## src/rtl/cache_refill.sv

```systemverilog
// Cache block refill controller: fetches a 4-word block over a simple read/ack bus, then pulses overwrite.
// Optional critical-word-first ordering is enabled by defining CACHE_REFILL_CWF_EN.
module cache_refill #(
    parameter int DATA_WIDTH = 32
) (
    input  logic                  clk,
    input  logic                  rst,
    input  logic                  req_valid,
    input  logic [DATA_WIDTH-1:0] addr,
    input  logic                  hit_in,
    output logic                  mem_rd,
    output logic [DATA_WIDTH-1:0] mem_addr,
    input  logic [DATA_WIDTH-1:0] mem_rdata,
    input  logic                  mem_ack,
    output logic [DATA_WIDTH-1:0] data1,
    output logic [DATA_WIDTH-1:0] data2,
    output logic [DATA_WIDTH-1:0] data3,
    output logic [DATA_WIDTH-1:0] data4,
    output logic                  overwrite,
    output logic                  stall,
    output logic [1:0]            fsm_state
);
    // Memory handshake: mem_rd is held with a stable mem_addr until a cycle with mem_ack=1,
    // which both accepts the request and returns mem_rdata for that beat.
    typedef enum logic [1:0] {
        IDLE  = 2'd0,
        FETCH = 2'd1,
        FILL  = 2'd2
    } state_t;

    state_t                  state;
    state_t                  state_nxt;
    logic [DATA_WIDTH-5:0]   block_tag;
    logic [1:0]              start_off;
    logic [1:0]              beat;
    logic [1:0]              offset;
    logic [DATA_WIDTH-1:0]   blk [4];
    logic                    miss;
    logic                    unused_addr_bits;

    assign miss      = req_valid && !hit_in;
    assign offset    = start_off + beat;
    // The block tag and 2-bit offset are concatenated, so the address cannot carry out of the block.
    assign mem_addr  = {block_tag, offset, 2'b00};
    assign data1     = blk[0];
    assign data2     = blk[1];
    assign data3     = blk[2];
    assign data4     = blk[3];
    assign fsm_state = state;
    assign unused_addr_bits = &{1'b0, addr[3:0]};

    always_comb begin
        state_nxt = state;
        mem_rd    = 1'b0;
        overwrite = 1'b0;
        stall     = 1'b0;
        case (state)
            IDLE: begin
                stall = miss;
                if (miss) state_nxt = FETCH;
            end
            FETCH: begin
                mem_rd = 1'b1;
                stall  = 1'b1;
                if (mem_ack && beat == 2'd3) state_nxt = FILL;
            end
            FILL: begin
                // A reset arriving in this cycle cancels the pulse.
                overwrite = !rst;
                stall     = 1'b1;
                state_nxt = IDLE;
            end
            default: state_nxt = IDLE;
        endcase
    end

    always_ff @(posedge clk) begin
        if (rst) begin
            state     <= IDLE;
            block_tag <= '0;
            start_off <= 2'd0;
            beat      <= 2'd0;
            for (int i = 0; i < 4; i++) blk[i] <= '0;
        end else begin
            state <= state_nxt;
            case (state)
                IDLE: begin
                    if (miss) begin
                        block_tag <= addr[DATA_WIDTH-1:4];
`ifdef CACHE_REFILL_CWF_EN
                        start_off <= addr[3:2];
`else
                        start_off <= 2'd0;
`endif
                        beat      <= 2'd0;
                    end
                end
                FETCH: begin
                    if (mem_ack) begin
                        blk[offset] <= mem_rdata;
                        beat        <= beat + 2'd1;
                    end
                end
                default: ;
            endcase
        end
    end
endmodule

```

## config.mk

```make
export PLATFORM = sky130hd
export DESIGN_NAME = cache_refill
export DESIGN_NICKNAME = d
export VERILOG_FILES = /design/src/rtl/cache_refill.sv
export SDC_FILE = /design/constraint.sdc
export NUM_CORES = 1
export LEC_CHECK = 0
export BUFFER_PORTS_ARGS = -buffer_cell sky130_fd_sc_hd__buf_2
export CAP_MARGIN = 0
export CORE_ASPECT_RATIO = 0.75
export CORE_MARGIN = 8
export CORE_UTILIZATION = 45
export DETAILED_ROUTE_END_ITERATION = 16
export PLACE_DENSITY = 0.85
export SLEW_MARGIN = 0
export SYNTH_ARGS = -nofsm -noshare
export SYNTH_HDL_FRONTEND = slang
export SYNTH_SLANG_ARGS = --single-unit
```

## constraint.sdc

```tcl
create_clock -name clk -period 7.4 [get_ports clk]
set_clock_uncertainty 0.05 [all_clocks]
set_input_delay 0.74 -clock clk [delete_from_list [all_inputs] [get_ports clk]]
set_output_delay 0.74 -clock clk [all_outputs]
set_load 0.01 [all_outputs]
```

After elaboration in Yosys (flattened, before gate mapping):

Memory sizes are Yosys's and may differ from the RTL's.
Index checks and enable logic that the tools add are counted.

* register bits after elaboration: 32
* bits in latches: 0
* RAM bits: 128
* memory bits (read-only): 0
* input port bits: 69
* memories: 1

Memories
* blk: depth 4, bits a word 32, rd ports 4, clocked after Yosys merged registers in 0, write ports 4, RTL line 37 `logic [DATA_WIDTH-1:0] blk [4];`

* add/subtract/negate cells: 1
* $mul: 0
* div/mod/pow operators: 0
* order comparisons: 0
* equal/unequal tests: 6
* shift operators: 0
* multiplexer cells: 18
* bitwise operators: 0
* reduce and logical (&&, ||, !) cells: 11

Operators by type and width (number)
* two-way mux 32 bit: 1
* OR reduction 32 bit: 1
* two-way mux 2 bit: 5
* two-way mux 1 bit: 9
* one-hot mux 2 bit (2 select lines): 2
* != test 2 bit, second input constant: 3
* == test 2 bit, second input constant: 2
* AND reduction 2 bit: 2
* AND reduction 3 bit: 1
* adder 2 x 1 -> 2 bit, second input constant: 1
* == test 2 x 1 -> 1 bit, second input constant: 1
* logical AND 1 bit: 2
* zero test 1 bit: 2
* zero test 2 bit: 1
* one-hot mux 1 bit (2 select lines): 1
* nonzero test 2 bit: 1
* OR reduction 2 bit: 1

Longest topological paths before layout:

* depth after elaboration: 6
* gate-level depth with buffers: 8
* gate-level depth less buffers: 5

Least setup slack after synthesis:

Ideal clock, no wire load.

* kind: flip-flop to flip-flop
* start: register state[1] (netlist: fsm_state[1])
* end: memory blk[2][0], enable pin
* setup time: 0.425 ns
* arrival: 2.437 ns
* data required time: 6.925 ns
* slack: 4.487 ns
* cell stages (with the launch flop): 5
* period minus slack after synthesis: 2.913 ns
* path through: dfxtp_1 > inv_1 > ha_1 > nand2_1 > o21ai_1

RTL lines
* start: declaration: RTL line 31 `state_t state;`
* start signal: assignment: RTL line 85 `state <= state_nxt;`
* end: declaration: RTL line 37

Worst setup path in the final report:

* start: register state[0] (netlist: fsm_state[0])
* end: output stall

* word-level cells in the longest chain between the ends: 3
* elaborated cells on any way between the ends: 5
* classes of those cells: eq/ne: 2; mux: 1; reduce/logical: 2

RTL lines
* == test 2 x 1 -> 1 bit or == test 2 bit (tied branches): RTL line 57 `case (state)`
* OR reduction 2 bit (no source line)
* one-hot mux 1 bit (2 select lines) (*): RTL line 57
* end: declaration: RTL line 20 `output logic stall,`

Mark *: on every way between the ends. The rest lies on a longest branch, timed or not.

==> out/results.txt <==
The run finished with clean final reports. Based on the critical path, the design can be clocked at up to 310.3 MHz. The tools report the sum of negative setup slack as 0 ns. TritonCTS built the clock tree.

The worst min-delay path endpoint is block_tag[10]$_SDFFE_PP0P_. The tools report the number of antenna violations at the first check in global routing as 2. The synthesized flop and latch total is 160. Hold repair after CTS inserted 0 buffers. STA classifies the critical path endpoint as an output port. The logs give 15,960 um for the total length of routed wires and 6167 um2 for the total standard cell area after synthesis.

For this configuration, the core starts out at a cell density of 45.47%. The number of top-level pins was 234; the reg-to-reg setup timing slack was 4.71 ns. The area growth from synthesis to layout was 29.05%. The sum of overflow across all layers after global routing is 0, and the portion of synthesized cell area occupied by the leading cell type is 62.33%. The library cell occupying the most area in the post-synthesis netlist is sky130_fd_sc_hd__edfxtp_1.

The signal on the critical path passes through inv_1, ha_1, and3b_1, nor2_1, nor2_1, buf_2. Gates resized during post-CTS repair numbered 0. In this run the most critical hold path is launched from block_tag[10]$_SDFFE_PP0P_. After clock tree synthesis, the clock-pin slew on the worst setup and hold paths is 0.06 ns. The run gives 0 as the count of maximum capacitance violations.

The worst register-to-register path ends at blk[1][24]$_SDFFCE_PN0P_. Measured against its own limit, the worst slew margin works out to 23.61%. The cell repeated most along the worst path is sky130_fd_sc_hd__nor2_1. The class of the worst hold path was reg2reg. The wire-length estimate of the detail-placed layout is 11,380 um. Summed over all cells, the static leakage comes to 3.519 nW. Of all nets on the critical path, the largest fanout is 29. Routability-driven placement finished with a final weighted congestion of 0.8616. The final layout contains 747 nets. Counting instances in the post-synthesis netlist gives the leading cell types as sky130_fd_sc_hd__and2_1, sky130_fd_sc_hd__edfxtp_1, sky130_fd_sc_hd__nand2_1. Once the clock tree was built, the setup fixing pass inserted 0 buffers. After technology mapping, the gate count stands at 443. Library cell contributing the largest single delay on the critical path: sky130_fd_sc_hd__and3b_1. Mean cell area of the mapped netlist: 13.92 um2.

The tools report the max-slew violation count as 0. The logs give 4,485 for the via count of the first global-routing pass and 6.61 ns for the data required time of the critical path. The iteration-0 DRC count of the detailed router came out at 257.

The core region is 13,560 um2. The critical path is of the reg2out type. The async set-reset flop share out of synthesis is 0%. The stage delay of the slowest cell on the critical path works out to 0.84 ns.

The count of H-tree levels built during CTS is 4, and the row count is 37. The root buffer cell chosen for the clock tree is sky130_fd_sc_hd__clkbuf_16. The final routed DRC violation total is 0, and the logic depth of the worst register-to-register path is 6.

Global routing used 18.17% of the available tracks across all layers. The tools report the setup-violating endpoint count in the final report as 0. In this run the critical register-to-register path is launched from fsm_state[1]$_SDFFE_PP0P_. The CTS sink count is 160, and the fraction of final layout cells sized beyond drive strength 1 is 39.82%. From left edge to right edge, the die measures 151.2 um. The routed length per instance is 18.55 um, and the floorplan die area is 17,750 um2. Startpoint class of the critical path: a flip-flop. The filler cell count in the final layout came out at 1,064.

The ratio of total power to cell area is 268.9 nW/um2, and the height of the die is 117.4 um. The number of input and output port buffers inserted works out to 227. The clock reaches the later pin of the worst-skew pair after 0.42 ns. Counting distinct cell types in the post-synthesis netlist gives 30. The share of the clock period used by the worst path after layout came out at 43.55%. The detail route stage leaves a number of antenna-violating nets equal to 0.

IR analysis of the VDD net gives a maximum drop of 163.0 uV. The proportion of synthesized chip area in sequential cells was 72.71%; the worst hold path cell count was 2. The number of vias per cell after detailed routing came out at 4.905.

The longest clock path from root to sink contains 2 buffers. The actual slew at the worst max-slew pin is 1.141 ns. By area the synthesized netlist is led by sky130_fd_sc_hd__edfxtp_1, sky130_fd_sc_hd__and2_1, sky130_fd_sc_hd__dfxtp_1, sky130_fd_sc_hd__nand2_1, sky130_fd_sc_hd__a21oi_1.

The most used flip-flop cell after synthesis is sky130_fd_sc_hd__edfxtp_1. The Yosys warning count is 0, and the number of flops mapped to enable cells by yosys is 128. The final-report hold violation count is 0. The clock period could shrink to 3.223 ns. The first global-routing pass estimated 24,550 um of wire.

Entering global routing, the biggest net connects 37 pins. The detailed router placed 4,218 vias in this run. The logs give 2.43 ns for the critical path data arrival time and 17 for the number of buffers created by CTS.

For the detailed-router iteration count before antenna repair, the log shows 4. Once layout is complete, the utilization of the core stands at 58.68%. Setup repair after global routing left no endpoint under its margin.
[report_power, final]
group	leakage (nW)	switching (W)	total, W	internal, W
logic	1.68	0.000171	0.000273	0.000102
clock network	0.258	0.000363	0.000797	0.000434
registers	1.58	0.0000292	0.00107	0.00104
[through the flow]
step	power (W)	worst slack, ns	instances	hold WS [ns]	cell area, um2
2_1_floorplan	0.001239	4.487	444	0.4305	6171
3_3_place_gp	0.001351	4.373	827	0.3909	7415
3_5_place_dp	0.001367	4.290	827	0.3981	7415
4_1_cts	0.002158	4.165	858	0.4083	7954
5_1_grt	0.002226	3.985	859	0.4248	7956
6_report	0.002140	4.177	860	0.4043	7959
[worst max-delay path: cells and delay by family (launching register included)]
family	cells	cell delay [ns]
adder cells (fa/ha/maj)	1	0.33
buffers and inverters	2	0.27
flip-flops	1	0.37
AND/OR/NAND/NOR	3	1.04
[kinds of logic (layout without fill, tap and decap cells)]
kind of cell / after synthesis / after routing / synth area share, %
fa+ha+maj: 7 / 7 / 1.420
other cells: 1 / 4 / 0.06081
simple gates: 208 / 208 / 19.07
compound gates: 37 / 37 / 3.348
buf+inv: 28 / 267 / 3.063
mux: 2 / 2 / 0.3246
flops: 160 / 160 / 72.71
[flip-flops by register name (all words and copies together) (netlist names)]
signal	cells
blk	128
block_tag	28
beat	2
fsm_state	2
[cell type report]
type / count / area [um2] / area share [%]
Clock inverter: 13 / 110.1 / 1.383
Tap cell: 175 / 219.0 / 2.751
Sequential cell: 160 / 4484 / 56.34
Inverter: 4 / 15.01 / 0.1886
Timing Repair Buffer: 232 / 1174 / 14.75
Antenna cell: 2 / 5.005 / 0.06288
Multi-Input combinational cell: 256 / 1523 / 19.13
Clock buffer: 18 / 429.2 / 5.392
[per-layer routing]
metal / share of wire [%] / vias to the layer above / track usage [%]
met2: 47 / 232 / 29.62
li1: - / 1968 / -
met3: 13 / 19 / 7.991
met4: 1.9 / 0 / 6.663
met5: 0 / - / 0
met1: 38 / 1999 / 20.67
[worst max path at each step]
stage                                         start                  endpoint  slack [ns]  cells past startpoint
after floorplan           fsm_state[1]$_SDFFE_PP0P_   blk[2][0]$_SDFFCE_PN0P_        4.49                      4
after global placement                          rst  blk[1][24]$_SDFFCE_PN0P_        4.37                      5
after detailed placement                        rst  blk[1][24]$_SDFFCE_PN0P_        4.29                      5
after CTS                 fsm_state[0]$_SDFFE_PP0P_                     stall        4.17                      6
after global routing      fsm_state[0]$_SDFFE_PP0P_                     stall        3.98                      6
final                     fsm_state[0]$_SDFFE_PP0P_                     stall        4.18                      6
[cell usage in the layout, fill, tap and decap left out, drive strengths merged, types with 7 or more instances in the layout]
master | Yosys | final
and2 | 128 | 128
clkinv | 0 | 7
buf | 21 | 232
inv | 4 | 8
dfxtp | 32 | 32
a21oi | 30 | 30
ha | 7 | 7
nand2 | 63 | 63
edfxtp | 128 | 128
clkbuf | 3 | 18
Power figures use the tool's default switching activity.
